`config.mk`:
```
export PLATFORM = sky130hd
export DESIGN_NAME = uart_term_core
export DESIGN_NICKNAME = d
export VERILOG_FILES = /design/src/rtl/uart_term_core.sv
export SDC_FILE = /design/constraint.sdc
export NUM_CORES = 1
export LEC_CHECK = 0
export ABC_AREA = 1
export CAP_MARGIN = 20
export CORE_MARGIN = 2
export CORE_UTILIZATION = 40
export CTS_CLUSTER_DIAMETER = 80
export DETAILED_ROUTE_END_ITERATION = 6
export SETUP_SLACK_MARGIN = 0.1
export SKIP_CTS_REPAIR_TIMING = 1
export SLEW_MARGIN = 15
export SYNTH_ARGS = -nofsm -noshare
export SYNTH_HDL_FRONTEND = slang
export SYNTH_HIERARCHICAL = 1
export SYNTH_SLANG_ARGS = --single-unit
```
`constraint.sdc`:
```
create_clock -name clk -period 2.22 [get_ports clk]
set_input_delay 0.444 -clock clk [delete_from_list [all_inputs] [get_ports clk]]
set_output_delay 0.444 -clock clk [all_outputs]
set_load 0.01 [all_outputs]
```
`src/rtl/uart_term_core.sv`:
```
// uart_term_core -- full-duplex UART with RX/TX FIFOs, runtime baud divisor,
// optional parity, sticky error flags and hardware echo.
//
// Ports:
//   clk, reset_n          system clock, asynchronous active-low reset
//   divisor               oversample tick period minus 1 (tick = clk/(divisor+1))
//   rx / tx               serial input (asynchronous) / serial output (idles high)
//   r_data, rd_uart       RX FIFO head (first-word-fall-through) and one-cycle pop
//   rx_empty, rx_count    RX FIFO status (registered)
//   w_data, wr_uart       byte to send and one-cycle push into the TX FIFO
//   tx_full, tx_idle      TX FIFO full; TX FIFO empty and transmitter idle
//   echo                  copy every stored RX byte into the TX FIFO
//   clr_err               clears the sticky error flags
//   parity_err, frame_err, overrun_err   sticky error flags

// Synchronous FIFO with registered empty/full/count and a combinational head.
module uart_term_fifo #(
    parameter int DW = 8,
    parameter int AW = 4
) (
    input  logic          clk,
    input  logic          reset_n,
    input  logic          wr,
    input  logic [DW-1:0] w_data,
    input  logic          rd,
    output logic [DW-1:0] r_data,
    output logic          empty,
    output logic          full,
    output logic [AW:0]   count
);
    localparam int DEPTH = 1 << AW;
    localparam logic [AW:0] FULL_CNT = (AW+1)'(DEPTH);

    logic [DW-1:0] mem [DEPTH];
    logic [AW-1:0] wr_ptr, rd_ptr;
    logic [AW:0]   count_next;
    logic          do_push, do_pop;

    // A full FIFO still accepts a push when a pop frees a slot in the same cycle.
    assign do_pop  = rd & ~empty;
    assign do_push = wr & (~full | do_pop);
    assign r_data  = empty ? '0 : mem[rd_ptr];

    // NOTE: every variable written in always_comb gets a default first, so no path leaves it unassigned and no latch is inferred.
    always_comb begin
        count_next = count;
        if (do_push && !do_pop)
            count_next = count + (AW+1)'(1);
        else if (do_pop && !do_push)
            count_next = count - (AW+1)'(1);
    end

    // NOTE: the storage array has no reset; the pointers and counters define which entries are valid.
    always_ff @(posedge clk) begin
        if (do_push)
            mem[wr_ptr] <= w_data;
    end

    always_ff @(posedge clk or negedge reset_n) begin
        if (!reset_n) begin
            wr_ptr <= '0;
            rd_ptr <= '0;
            count  <= '0;
            empty  <= 1'b1;
            full   <= 1'b0;
        end else begin
            if (do_push) wr_ptr <= wr_ptr + AW'(1);
            if (do_pop)  rd_ptr <= rd_ptr + AW'(1);
            count <= count_next;
            empty <= (count_next == '0);
            full  <= (count_next == FULL_CNT);
        end
    end
endmodule

module uart_term_core #(
    parameter int DBIT    = 8,
    parameter int PARITY  = 0,
    parameter int SB_TICK = 16,
    parameter int FIFO_W  = 4,
    parameter int DIV_W   = 11
) (
    input  logic              clk,
    input  logic              reset_n,
    input  logic [DIV_W-1:0]  divisor,
    input  logic              rx,
    output logic              tx,
    output logic [DBIT-1:0]   r_data,
    input  logic              rd_uart,
    output logic              rx_empty,
    output logic [FIFO_W:0]   rx_count,
    input  logic [DBIT-1:0]   w_data,
    input  logic              wr_uart,
    output logic              tx_full,
    output logic              tx_idle,
    input  logic              echo,
    input  logic              clr_err,
    output logic              parity_err,
    output logic              frame_err,
    output logic              overrun_err
);
    localparam int S_W = (SB_TICK > 16) ? $clog2(SB_TICK) : 4;
    localparam logic [S_W-1:0] S_LAST = S_W'(15);
    localparam logic [S_W-1:0] S_STOP = S_W'(SB_TICK - 1);
    localparam logic [2:0]     N_LAST = 3'(DBIT - 1);

    typedef enum logic [2:0] {S_IDLE, S_START, S_DATA, S_PARITY, S_STOP_B} state_t;

    function automatic logic par_bit(input logic [DBIT-1:0] d);
        return (PARITY == 2) ? ~(^d) : (^d);
    endfunction

    // ---------------- baud tick ----------------
    logic [DIV_W-1:0] baud_cnt;
    logic             tick;

    assign tick = (baud_cnt == divisor);

    // NOTE: sequential state uses non-blocking assignments so every register samples pre-edge values.
    always_ff @(posedge clk or negedge reset_n) begin
        if (!reset_n)
            baud_cnt <= '0;
        else if (baud_cnt >= divisor)   // also recovers when divisor is lowered below the count
            baud_cnt <= '0;
        else
            baud_cnt <= baud_cnt + DIV_W'(1);
    end

    // ---------------- receiver ----------------
    logic            rx_meta, rx_sync;
    state_t          rx_state;
    logic [S_W-1:0]  rx_s;
    logic [2:0]      rx_n;
    logic [DBIT-1:0] rx_b;
    logic            rx_done, parity_evt, frame_evt;

    always_ff @(posedge clk or negedge reset_n) begin
        if (!reset_n) begin
            rx_meta    <= 1'b1;
            rx_sync    <= 1'b1;
            rx_state   <= S_IDLE;
            rx_s       <= '0;
            rx_n       <= '0;
            rx_b       <= '0;
            rx_done    <= 1'b0;
            parity_evt <= 1'b0;
            frame_evt  <= 1'b0;
        end else begin
            rx_meta    <= rx;
            rx_sync    <= rx_meta;
            rx_done    <= 1'b0;
            parity_evt <= 1'b0;
            frame_evt  <= 1'b0;
            case (rx_state)
                S_IDLE: if (!rx_sync) begin
                    rx_state <= S_START;
                    rx_s     <= '0;
                end
                S_START: if (tick) begin
                    if (rx_s == S_W'(7)) begin
                        // A line back high at mid-start is a glitch, not a frame.
                        rx_state <= rx_sync ? S_IDLE : S_DATA;
                        rx_s     <= '0;
                        rx_n     <= '0;
                    end else
                        rx_s <= rx_s + S_W'(1);
                end
                S_DATA: if (tick) begin
                    if (rx_s == S_LAST) begin
                        rx_s <= '0;
                        rx_b <= {rx_sync, rx_b[DBIT-1:1]};
                        if (rx_n == N_LAST)
                            rx_state <= (PARITY != 0) ? S_PARITY : S_STOP_B;
                        else
                            rx_n <= rx_n + 3'd1;
                    end else
                        rx_s <= rx_s + S_W'(1);
                end
                S_PARITY: if (tick) begin
                    if (rx_s == S_LAST) begin
                        rx_s       <= '0;
                        parity_evt <= (rx_sync != par_bit(rx_b));
                        rx_state   <= S_STOP_B;
                    end else
                        rx_s <= rx_s + S_W'(1);
                end
                S_STOP_B: if (tick) begin
                    if (rx_s == S_STOP) begin
                        rx_state  <= S_IDLE;
                        rx_done   <= rx_sync;
                        frame_evt <= ~rx_sync;
                    end else
                        rx_s <= rx_s + S_W'(1);
                end
                default: rx_state <= S_IDLE;
            endcase
        end
    end

    // ---------------- RX FIFO ----------------
    logic rx_full, overrun_evt, rx_stored;

    assign overrun_evt = rx_done & rx_full & ~(rd_uart & ~rx_empty);
    assign rx_stored   = rx_done & ~overrun_evt;

    uart_term_fifo #(.DW(DBIT), .AW(FIFO_W)) u_rx_fifo (
        .clk(clk), .reset_n(reset_n),
        .wr(rx_done), .w_data(rx_b), .rd(rd_uart),
        .r_data(r_data), .empty(rx_empty), .full(rx_full), .count(rx_count)
    );

    // ---------------- echo / TX FIFO write ----------------
    logic            echo_now, echo_pend, tx_push;
    logic [DBIT-1:0] echo_byte, tx_wdata;

    assign echo_now = echo & rx_stored;

    // User writes win; a colliding echo byte is parked for one cycle.
    always_comb begin
        tx_push  = 1'b0;
        tx_wdata = w_data;
        if (wr_uart) begin
            tx_push = 1'b1;
        end else if (echo_pend) begin
            tx_push  = 1'b1;
            tx_wdata = echo_byte;
        end else if (echo_now) begin
            tx_push  = 1'b1;
            tx_wdata = rx_b;
        end
    end

    always_ff @(posedge clk or negedge reset_n) begin
        if (!reset_n) begin
            echo_pend <= 1'b0;
            echo_byte <= '0;
        end else if (echo_now && (wr_uart || echo_pend)) begin
            echo_pend <= 1'b1;
            echo_byte <= rx_b;
        end else if (!wr_uart)
            echo_pend <= 1'b0;
    end

    // ---------------- transmitter ----------------
    state_t          tx_state;
    logic [S_W-1:0]  tx_s;
    logic [2:0]      tx_n;
    logic [DBIT-1:0] tx_b, tx_head;
    logic            tx_par, tx_reg, tx_empty, tx_pop;
    logic [FIFO_W:0] tx_count;

    assign tx_pop  = (tx_state == S_IDLE) & ~tx_empty;
    assign tx      = tx_reg;
    assign tx_idle = (tx_count == '0) & (tx_state == S_IDLE);

    uart_term_fifo #(.DW(DBIT), .AW(FIFO_W)) u_tx_fifo (
        .clk(clk), .reset_n(reset_n),
        .wr(tx_push), .w_data(tx_wdata), .rd(tx_pop),
        .r_data(tx_head), .empty(tx_empty), .full(tx_full), .count(tx_count)
    );

    always_ff @(posedge clk or negedge reset_n) begin
        if (!reset_n) begin
            tx_state <= S_IDLE;
            tx_s     <= '0;
            tx_n     <= '0;
            tx_b     <= '0;
            tx_par   <= 1'b0;
            tx_reg   <= 1'b1;
        end else begin
            case (tx_state)
                S_IDLE: if (!tx_empty) begin
                    tx_reg   <= 1'b0;
                    tx_b     <= tx_head;
                    tx_par   <= par_bit(tx_head);
                    tx_s     <= '0;
                    tx_state <= S_START;
                end
                S_START: if (tick) begin
                    if (tx_s == S_LAST) begin
                        tx_s     <= '0;
                        tx_n     <= '0;
                        tx_reg   <= tx_b[0];
                        tx_state <= S_DATA;
                    end else
                        tx_s <= tx_s + S_W'(1);
                end
                S_DATA: if (tick) begin
                    if (tx_s == S_LAST) begin
                        tx_s <= '0;
                        tx_b <= tx_b >> 1;
                        if (tx_n == N_LAST) begin
                            tx_reg   <= (PARITY != 0) ? tx_par : 1'b1;
                            tx_state <= (PARITY != 0) ? S_PARITY : S_STOP_B;
                        end else begin
                            tx_n   <= tx_n + 3'd1;
                            tx_reg <= tx_b[1];
                        end
                    end else
                        tx_s <= tx_s + S_W'(1);
                end
                S_PARITY: if (tick) begin
                    if (tx_s == S_LAST) begin
                        tx_s     <= '0;
                        tx_reg   <= 1'b1;
                        tx_state <= S_STOP_B;
                    end else
                        tx_s <= tx_s + S_W'(1);
                end
                S_STOP_B: if (tick) begin
                    if (tx_s == S_STOP)
                        tx_state <= S_IDLE;
                    else
                        tx_s <= tx_s + S_W'(1);
                end
                default: tx_state <= S_IDLE;
            endcase
        end
    end

    // ---------------- sticky error flags ----------------
    // A new event in the same cycle as clr_err keeps the flag set.
    always_ff @(posedge clk or negedge reset_n) begin
        if (!reset_n) begin
            parity_err  <= 1'b0;
            frame_err   <= 1'b0;
            overrun_err <= 1'b0;
        end else begin
            parity_err  <= parity_evt  | (parity_err  & ~clr_err);
            frame_err   <= frame_evt   | (frame_err   & ~clr_err);
            overrun_err <= overrun_evt | (overrun_err & ~clr_err);
        end
    end
endmodule

```
==> impl_metrics.ini, run 1 <==
[clock_tree]
cts_tree = built
cts-buffers-inserted = 38
cts.sinks = 351
clock_latency_ns = 0.53
root_buffer = clkbuf_16
h-tree-depth = 2
cts_buffer_depth = 3
path_clk_slew_ns = 0.06

[power]
p_sw_frac = 0.311
p_int_w = 0.0134
combPwrFrac = 0.279
power.total_w = 0.0195
p_leak_nw = 8.10
switching_power_w = 0.00606
p_seq_frac = 0.407
peakVddDrop_v = 0.000759
powerDensity_nw_per_um2 = 997
pwr-share-clk = 0.314

[route]
dr.first_iter.drc_count = 853
drt_wl_total_um = 38500
vias = 11400
post_drt_wl_per_cell_um = 16.8
ant_nets = 0
via_per_inst = 4.99
first_pass_iters = 7
drc_errors = 0

[sta]
tightestPinTransition_ns = 0.705
finalSetupViolations = 8
period_share = 1.14
drv_slew = 0
finalHoldViolCount = 0
fmax_mhz = 394
skew_ns = 0.0107
post-route-min-period_ns = 2.54
relSlewSlack = 0.530
fin_ws_ns = -0.315
grt_setup_unrepaired = true

[final_layout]
nNetsFinal = 1796
synthToLayoutAreaGrowth_pct = 21.7
finish.utilization = 0.493
antenna_cells = 0
drive_gt1_frac = 0.178
reg.largest.list = u_rx_fifo/mem x128, u_tx_fifo/mem x128, baud_cnt x11

[worst_setup_path]
cp_slowest_cell = dfrtp_2
crit_path_end_kind = output pin
required_ns = 1.78
path_class = flop to output pin
worstSetupStartpointType = flop
r2r_slack_ns = 0.22
crit_path_max_incr_delay_ns = 0.48
r2r_start = u_rx_fifo/full
cp_cell_sequence = buf_6 > buf_12 > o21ai_2 > o211ai_1 > nand3_1 > a21oi_2 > buf_2
worstPathMaxFanout = 6
arrival_ns = 2.09
ff2ff_path_depth = 10
r2r_end = u_tx_fifo/mem[12][4]

[placement]
post-dp-hpwl_um = 24900
place_congestion = 0.878
dp_slack_ns = -0.462
port_buffers = 45

[logic_synthesis]
yosysTopAreaCell = edfxtp_1
async_flop_share = 0.271
synthCells = 1571
synth_flop_cell = edfxtp_1
synth-edff-count = 256
syn-num-nets = 1629
yosysSeqAreaShare = 0.628
syn_area_um2 = 16000
synth.top_cells.by_area = edfxtp_1 (48%), dfrtp_1 (14%), nand2_1 (6.8%)
ys_seq_elements = 351
avgSynthCellArea_um2 = 10.2
yosysTopAreaCellShare = 0.479
ys_warn_count = 6
synth.distinct_cells = 47

[global_routing]
grt_pass1_wl_um = 59200
met1_usage = 0.246
track_usage = 0.182
grt_pass1_vias = 10900
gr-max-usage-layer = met2
grtUsageMet3 = 0.0293
met2_usage = 0.295
antenna_found_initial = 0
grt_overflow = 0
grt_max_degree = 43

[run_status]
failed_checks = negative setup slack
status = finished, violations left

[floorplan]
io_pins = 46
initial_core_util = 0.405
rows = 73
die_w_um = 204
die-area_um2 = 41700
fp.coreArea_um2 = 39600
fp.dieH_um = 204

[min_path]
hold-path-cell-count = 1
worstHoldPathType = input port to flop
whs_endpoint = rx_meta
min_from = rx

[run]
cap_viol_max_count = 0
==> cells in the final DEF (no fill, tap or decap), types with 19 or more instances in the layout <==
cell	count
o21ai_0	95
nor2_2	19
inv_1	86
nand2_1	283
clkbuf_16	41
clkdlybuf4s50_1	33
edfxtp_1	256
ha_1	32
o21ai_1	83
a21oi_1	20
nand3_1	103
xor2_1	25
dfrtp_1	85
buf_12	19
nor2_1	271
buf_4	112
==> power by group through the flow <==
stage | sequential (W) | combinational [W] | clock [W]
after global routing | 0.00797 | 0.00598 | 0.00647
after floorplan | 0.00792 | 0.00302 | 0
after CTS | 0.00789 | 0.00489 | 0.00624
final | 0.00792 | 0.00544 | 0.00612
after global placement | 0.00801 | 0.00479 | 0
after detailed placement | 0.00801 | 0.00486 | 0
==> synth_stat cells (all sizes together) (2+ instances only) <==
library cell / instances
a21oi: 34
a22oi: 8
buf: 47
clkbuf: 14
clkinv: 4
dfrtp: 90
dfstp: 5
edfxtp: 256
ha: 32
inv: 105
nand2: 299
nand3: 120
nand4: 15
nor2: 300
nor3: 7
o211ai: 15
o21ai: 181
o21bai: 2
xnor2: 5
xor2: 25
==> per-stage QoR <==
step	std cells	instance area (µm²)	TNS [ns]	hold WS, ns
after floorplan	1571	16100	-1.84	0.148
after global placement	2210	18000	-71.17	0.345
after detailed placement	2210	18000	-70.46	0.348
after CTS	2280	19200	-6.27	-0.0644
after global routing	2293	19500	-3.02	0.310
final	2293	19500	-2.24	0.323
==> critical path: cells and delay by family, from the launching register on <==
| kind | cells | cell delay (ns) |
|---|---|---|
| AOI/OAI and AO/OA | 3 | 0.46 |
| buffers and inverters | 3 | 0.42 |
| DFF | 1 | 0.48 |
| and+or+nand+nor | 1 | 0.18 |
==> area by class of cell <==
| type | count | area [µm²] |
|---|---|---|
| Clock inverter | 13 | 151 |
| Inverter | 109 | 429 |
| Tap cell | 525 | 657 |
| Sequential cell | 351 | 10100 |
| Clock buffer | 57 | 1040 |
| Fill cell | 3558 | 20100 |
| Multi-Input combinational cell | 1050 | 5360 |
| Timing Repair Buffer | 188 | 1820 |
==> routing by layer <==
metal | routed length [µm] | vias to the layer above
li1 | - | 5666
met1 | 16900 | 5402
met2 | 18400 | 293
met3 | 2060 | 79
met4 | 1200 | 0
met5 | 0 | -
==> cell families after synthesis <==
group,after synthesis,synth area share
AO/OA/AOI/OAI,243,0.0838
XOR/XNOR,30,0.0164
adder cells (fa/ha/maj),32,0.0250
buffers and inverters,170,0.0492
flip-flops,351,0.628
AND/OR/NAND/NOR,745,0.198
==> how the worst max path moves through the flow <==
stage               depth (start not counted)  slack (ns)                start              endpoint
floorplan                                   6       -0.02              rx_done  u_tx_fifo/mem[15][0]
global placement                           12       -0.48              rd_uart   u_tx_fifo/mem[8][7]
detailed placement                         11       -0.46              rd_uart   u_tx_fifo/mem[2][4]
CTS                                         9       -0.77  u_rx_fifo/rd_ptr[0]             r_data[7]
global route                                7       -0.42  u_rx_fifo/rd_ptr[0]             r_data[0]
finish                                      7       -0.32  u_rx_fifo/rd_ptr[0]             r_data[0]
Note: power is estimated with default switching activity, not from simulation.
==> inputs of run 2 (changes only) <==
CORE_MARGIN = unset   (was 2)
SKIP_CTS_REPAIR_TIMING = unset   (was 1)
==> run 2 against run 1 <==
  * Largest cell class unchanged
  * Non-clock buffer count fell by 7
  * Critical path depth increased by 3
  * Critical path type unchanged
  * The run still ends with negative setup slack left
  * Largest power group unchanged
  * Highest routed layer unchanged
  * Power increased by 4.7%
==> impl_metrics.ini, run 2 (synthesized netlist as in run 1, its figures left out) <==
[floorplan]
fp.coreArea_um2 = 39100
initial_core_util = 0.410
io_pins = 46
die_w_um = 202
die-area_um2 = 40900
rows = 72
fp.dieH_um = 202

[clock_tree]
h-tree-depth = 2
cts-buffers-inserted = 39
root_buffer = clkbuf_16
clock_latency_ns = 0.53
cts_tree = built
cts_buffer_depth = 3
path_clk_slew_ns = 0.06
cts.sinks = 351

[route]
dr.first_iter.drc_count = 773
drc_errors = 0
post_drt_wl_per_cell_um = 16.5
via_per_inst = 5.03
drt_wl_total_um = 37600
vias = 11500
first_pass_iters = 5
ant_nets = 0

[sta]
fin_ws_ns = -0.287
post-route-min-period_ns = 2.51
relSlewSlack = 0.610
finalHoldViolCount = 0
tightestPinTransition_ns = 0.583
period_share = 1.13
hold_ws_ns = 0.321
skew_ns = 0.0140
grt_setup_unrepaired = true
drv_slew = 0
finalSetupViolations = 8
fmax_mhz = 399

[worst_setup_path]
crit_path_end_kind = output pin
r2r_start = u_rx_fifo/full
worstSetupEndpoint = r_data[2]
arrival_ns = 2.06
worstPathMaxFanout = 6
path_class = flop to output pin
worstSetupStartpointType = flop
required_ns = 1.78
r2r_end = u_tx_fifo/mem[13][5]
critical_path_depth = 10
crit_family = buffers and inverters
r2r_slack_ns = 0.26
ff2ff_path_depth = 10
crit_path_max_incr_delay_ns = 0.41
cp_common_cell = buf_12
path_buf_inv = 4
crit_start = u_rx_fifo/rd_ptr[0]
cp_cell_sequence = buf_12 > buf_12 > buf_8 > nor2_2 > nor2_1 > o21ai_1 > nand3_1 > nand3_2 > a21oi_2 > buf_2
cp_slowest_cell = dfrtp_2

[final_layout]
mostFrequentLayoutCells = nand2_1 (284), nor2_1 (268), edfxtp_1 (256)
reg.largest.list = u_rx_fifo/mem x128, u_tx_fifo/mem x128, baud_cnt x11
drive_gt1_frac = 0.190
synthToLayoutAreaGrowth_pct = 23.7
antenna_cells = 0
nFillCells = 3451
nNetsFinal = 1790
layout_commonest_cell = nand2_1

[min_path]
worstHoldPathType = input port to flop

[power]
powerDensity_nw_per_um2 = 1030
p_leak_nw = 8.20
power.total_w = 0.0204
peakVddDrop_v = 0.000726

[placement]
port_buffers = 45
dp_slack_ns = -0.454
place_congestion = 0.858
post-dp-hpwl_um = 24700

[run]
cap_viol_max_count = 0

[global_routing]
track_usage = 0.186
grt_pass1_vias = 11300
grt_pass1_wl_um = 60100
grt_max_degree = 37
grt_overflow = 0
antenna_found_initial = 0

[run_status]
failed_checks = negative setup slack
status = finished, violations left
==> run 2: cell types whose count changed in the layout (fill, tap and decap cells not counted), sizes merged, moves of 2 or more <==
cell          delta
bufinv           +3
buf              -4
clkbuf           -9
clkinvlp         +5
dlymetal6s2s     -2
==> run 2: power by group <==
group / internal [W] / switching (W)
Sequential: 0.00753 / 0.000342
Combinational: 0.00254 / 0.00327
Clock: 0.00416 / 0.00255
==> run 2: cell type report <==
type	instances	area, µm²	share of cell area
Clock buffer	51	1080	0.0546
Tap cell	518	648	0.0327
Timing Repair Buffer	181	1860	0.0937
Sequential cell	351	10100	0.508
Inverter	109	450	0.0227
Clock inverter	19	265	0.0134
Multi-Input combinational cell	1050	5460	0.275
==> run 2: worst min path at each step <==
stage	start	end	slack, ns	cells after the start
2_1_floorplan	reset_n	baud_cnt[0]	0.15	0
3_3_place_gp	rx_meta	rx_sync	0.35	0
3_5_place_dp	rx_meta	rx_sync	0.35	0
4_1_cts	rx	rx_meta	0.30	1
5_1_grt	rx	rx_meta	0.30	1
6_report	rx	rx_meta	0.32	1
==> run 2: stage by stage <==
step / area [µm²] / instances / setup TNS [ns] / utilization
CTS: 19500 / 2272 / -2.16 / 0.499
finish: 19800 / 2279 / -1.93 / 0.508
floorplan: 16100 / 1571 / -1.84 / -
global placement: 17900 / 2194 / -67.75 / 0.458
global route: 19800 / 2279 / -2.66 / 0.508
detailed placement: 17900 / 2194 / -67.10 / 0.458
==> run 2: metal layers <==
layer	wire, µm	vias to the layer above	track usage
met2	18300	245	0.311
met3	1550	54	0.0282
met5	0	-	0
met1	16900	5509	0.250
met4	814	0	0.0556
li1	-	5659	-
==> run 2: what timing repair did <==
item                                    CTS  global route
endpoints found under the hold margin    28             0
pin swaps                                13            32
buffers inserted                          4             7
endpoints found under the setup margin   42           145
hold buffers                              1             0
gates resized for setup                  80            75
gates cloned                              3             2
==> inputs of run 3 (changes only) <==
CTS_BUF_LIST = sky130_fd_sc_hd__clkbuf_16   (was unset)
==> run 3 against run 2 <==
  * Die area is the same
  * Power shrank 0.52%
  * Global-route usage is the same
  * Non-clock buffer count is the same
  * Largest power group unchanged
  * Critical path depth is the same
  * The run still ends with negative setup slack left
  * Fmax is essentially flat
  * Setup slack gained 0.0021 ns
==> impl_metrics.ini, run 3 (synthesized netlist as in run 1, its figures left out) <==
[worst_setup_path]
cp_cell_sequence = buf_12 > buf_12 > buf_8 > nor2_2 > nor2_1 > o21ai_1 > nand3_1 > nand3_2 > a21oi_2 > buf_2
cp_slowest_cell = dfrtp_2
path_class = flop to output pin
worstPathMaxFanout = 6
worstSetupStartpointType = flop
required_ns = 1.78
crit_family = buffers and inverters
crit_path_end_kind = output pin
arrival_ns = 2.06
path_buf_inv = 4
crit_path_max_incr_delay_ns = 0.41
cp_common_cell = buf_12

[sta]
period_share = 1.13
tightestPinTransition_ns = 0.584
skew_ns = 0.0140
relSlewSlack = 0.609
post-route-min-period_ns = 2.50
finalSetupViolations = 8
fmax_mhz = 399
drv_slew = 0
fin_ws_ns = -0.284
finalHoldViolCount = 0
grt_setup_unrepaired = true

[route]
vias = 11500
drc_errors = 0
m1WireLength_um = 16800
ant_nets = 0
dr_wl_met2_um = 18300
first_pass_iters = 5
drt_wl_total_um = 37500
via_per_inst = 5.03
dr_wl_met3_um = 1620
post_drt_wl_per_cell_um = 16.5
highest_layer = met4
dr.first_iter.drc_count = 797

[placement]
dp_slack_ns = -0.454
place_congestion = 0.858
post-dp-hpwl_um = 24700
placed_cells = 2194
port_buffers = 45
place_area_um2 = 17900

[final_layout]
antenna_cells = 0
seq_area_um2 = 10100
final_cell_area_um2 = 19800
nFillCells = 3457
nNetsFinal = 1790
drive_gt1_frac = 0.189
reg.largest.list = u_rx_fifo/mem x128, u_tx_fifo/mem x128, baud_cnt x11
mostFrequentLayoutCells = nand2_1 (284), nor2_1 (268), edfxtp_1 (256)
finish.utilization = 0.507
multi_input_area_um2 = 5460
layout_commonest_cell = nand2_1
instances_no_fill = 2279
synthToLayoutAreaGrowth_pct = 23.6

[clock_tree]
cts_buffer_depth = 3
cts.sinks = 351
cts_tree = built
cts-buffers-inserted = 39
root_buffer = clkbuf_16
path_clk_slew_ns = 0.06
h-tree-depth = 2
clock_latency_ns = 0.53

[floorplan]
die-area_um2 = 40900
fp.coreArea_um2 = 39100
io_pins = 46
fp.dieH_um = 202
rows = 72
die_w_um = 202
initial_core_util = 0.410

[power]
p_leak_nw = 8.22
power.total_w = 0.0203
peakVddDrop_v = 0.000730
powerDensity_nw_per_um2 = 1020

[run]
cap_viol_max_count = 0

[global_routing]
grt_overflow = 0
grt_pass1_wl_um = 60100
antenna_found_initial = 0
grt_max_degree = 37
track_usage = 0.186
grt_pass1_vias = 11300

[run_status]
failed_checks = negative setup slack
status = finished, violations left

[min_path]
worstHoldPathType = input port to flop
-- run 3: cell types whose count changed in the layout (fill, tap and decap cells not counted), sizes merged --
cell    before  now
clkbuf      53   43
clkinv      11   13
inv        106  114
-- run 3: report_power, final --
part	switching, W	internal (W)
registers	0.000340	0.00753
logic	0.00327	0.00254
clock network	0.00255	0.00405
-- run 3: final cells by class --
| cell class | instances | share of cell area |
|---|---|---|
| flip-flops and latches | 351 | 0.508 |
| clock buffers | 41 | 0.0518 |
| repair buffers | 181 | 0.0938 |
| well taps | 518 | 0.0327 |
| clock inverters | 29 | 0.0153 |
| inverters | 109 | 0.0227 |
| multi-input cells | 1050 | 0.276 |
-- run 3: layer usage --
| layer | track usage | up-vias |
|---|---|---|
| li1 | - | 5660 |
| met1 | 0.250 | 5508 |
| met2 | 0.311 | 239 |
| met3 | 0.0282 | 56 |
| met4 | 0.0556 | 0 |
| met5 | 0 | - |
-- run 3: final timing paths --
kind | from | end | slack, ns | depth (start not counted)
worst max-delay path | u_rx_fifo/rd_ptr[0] | r_data[2] | -0.28 | 10
worst min-delay path | rx | rx_meta | 0.32 | 1
worst max register to register | u_rx_fifo/full | u_tx_fifo/mem[13][5] | 0.26 | 10
worst min register to register | rx_meta | rx_sync | 0.36 | 0
max in group asynchronous | reset_n | u_rx_fifo/empty | 1.16 | 3
min in group asynchronous | reset_n | tx_s[0] | 0.41 | 2
-- run 3: timing repair --
| item | CTS | global route |
|---|---|---|
| endpoints found under the hold margin | 28 | 0 |
| cloned | 3 | 2 |
| pin swaps | 13 | 32 |
| resized for setup | 80 | 74 |
| hold buffers | 1 | 0 |
| setup endpoints to repair | 38 | 145 |
| setup buffers | 4 | 7 |
-- run 3: metrics by stage --
step	TNS (ns)	hold slack [ns]
2_1_floorplan	-1.84	0.148
3_3_place_gp	-67.75	0.346
3_5_place_dp	-67.10	0.349
4_1_cts	-2.16	0.298
5_1_grt	-2.66	0.303
6_report	-1.91	0.321
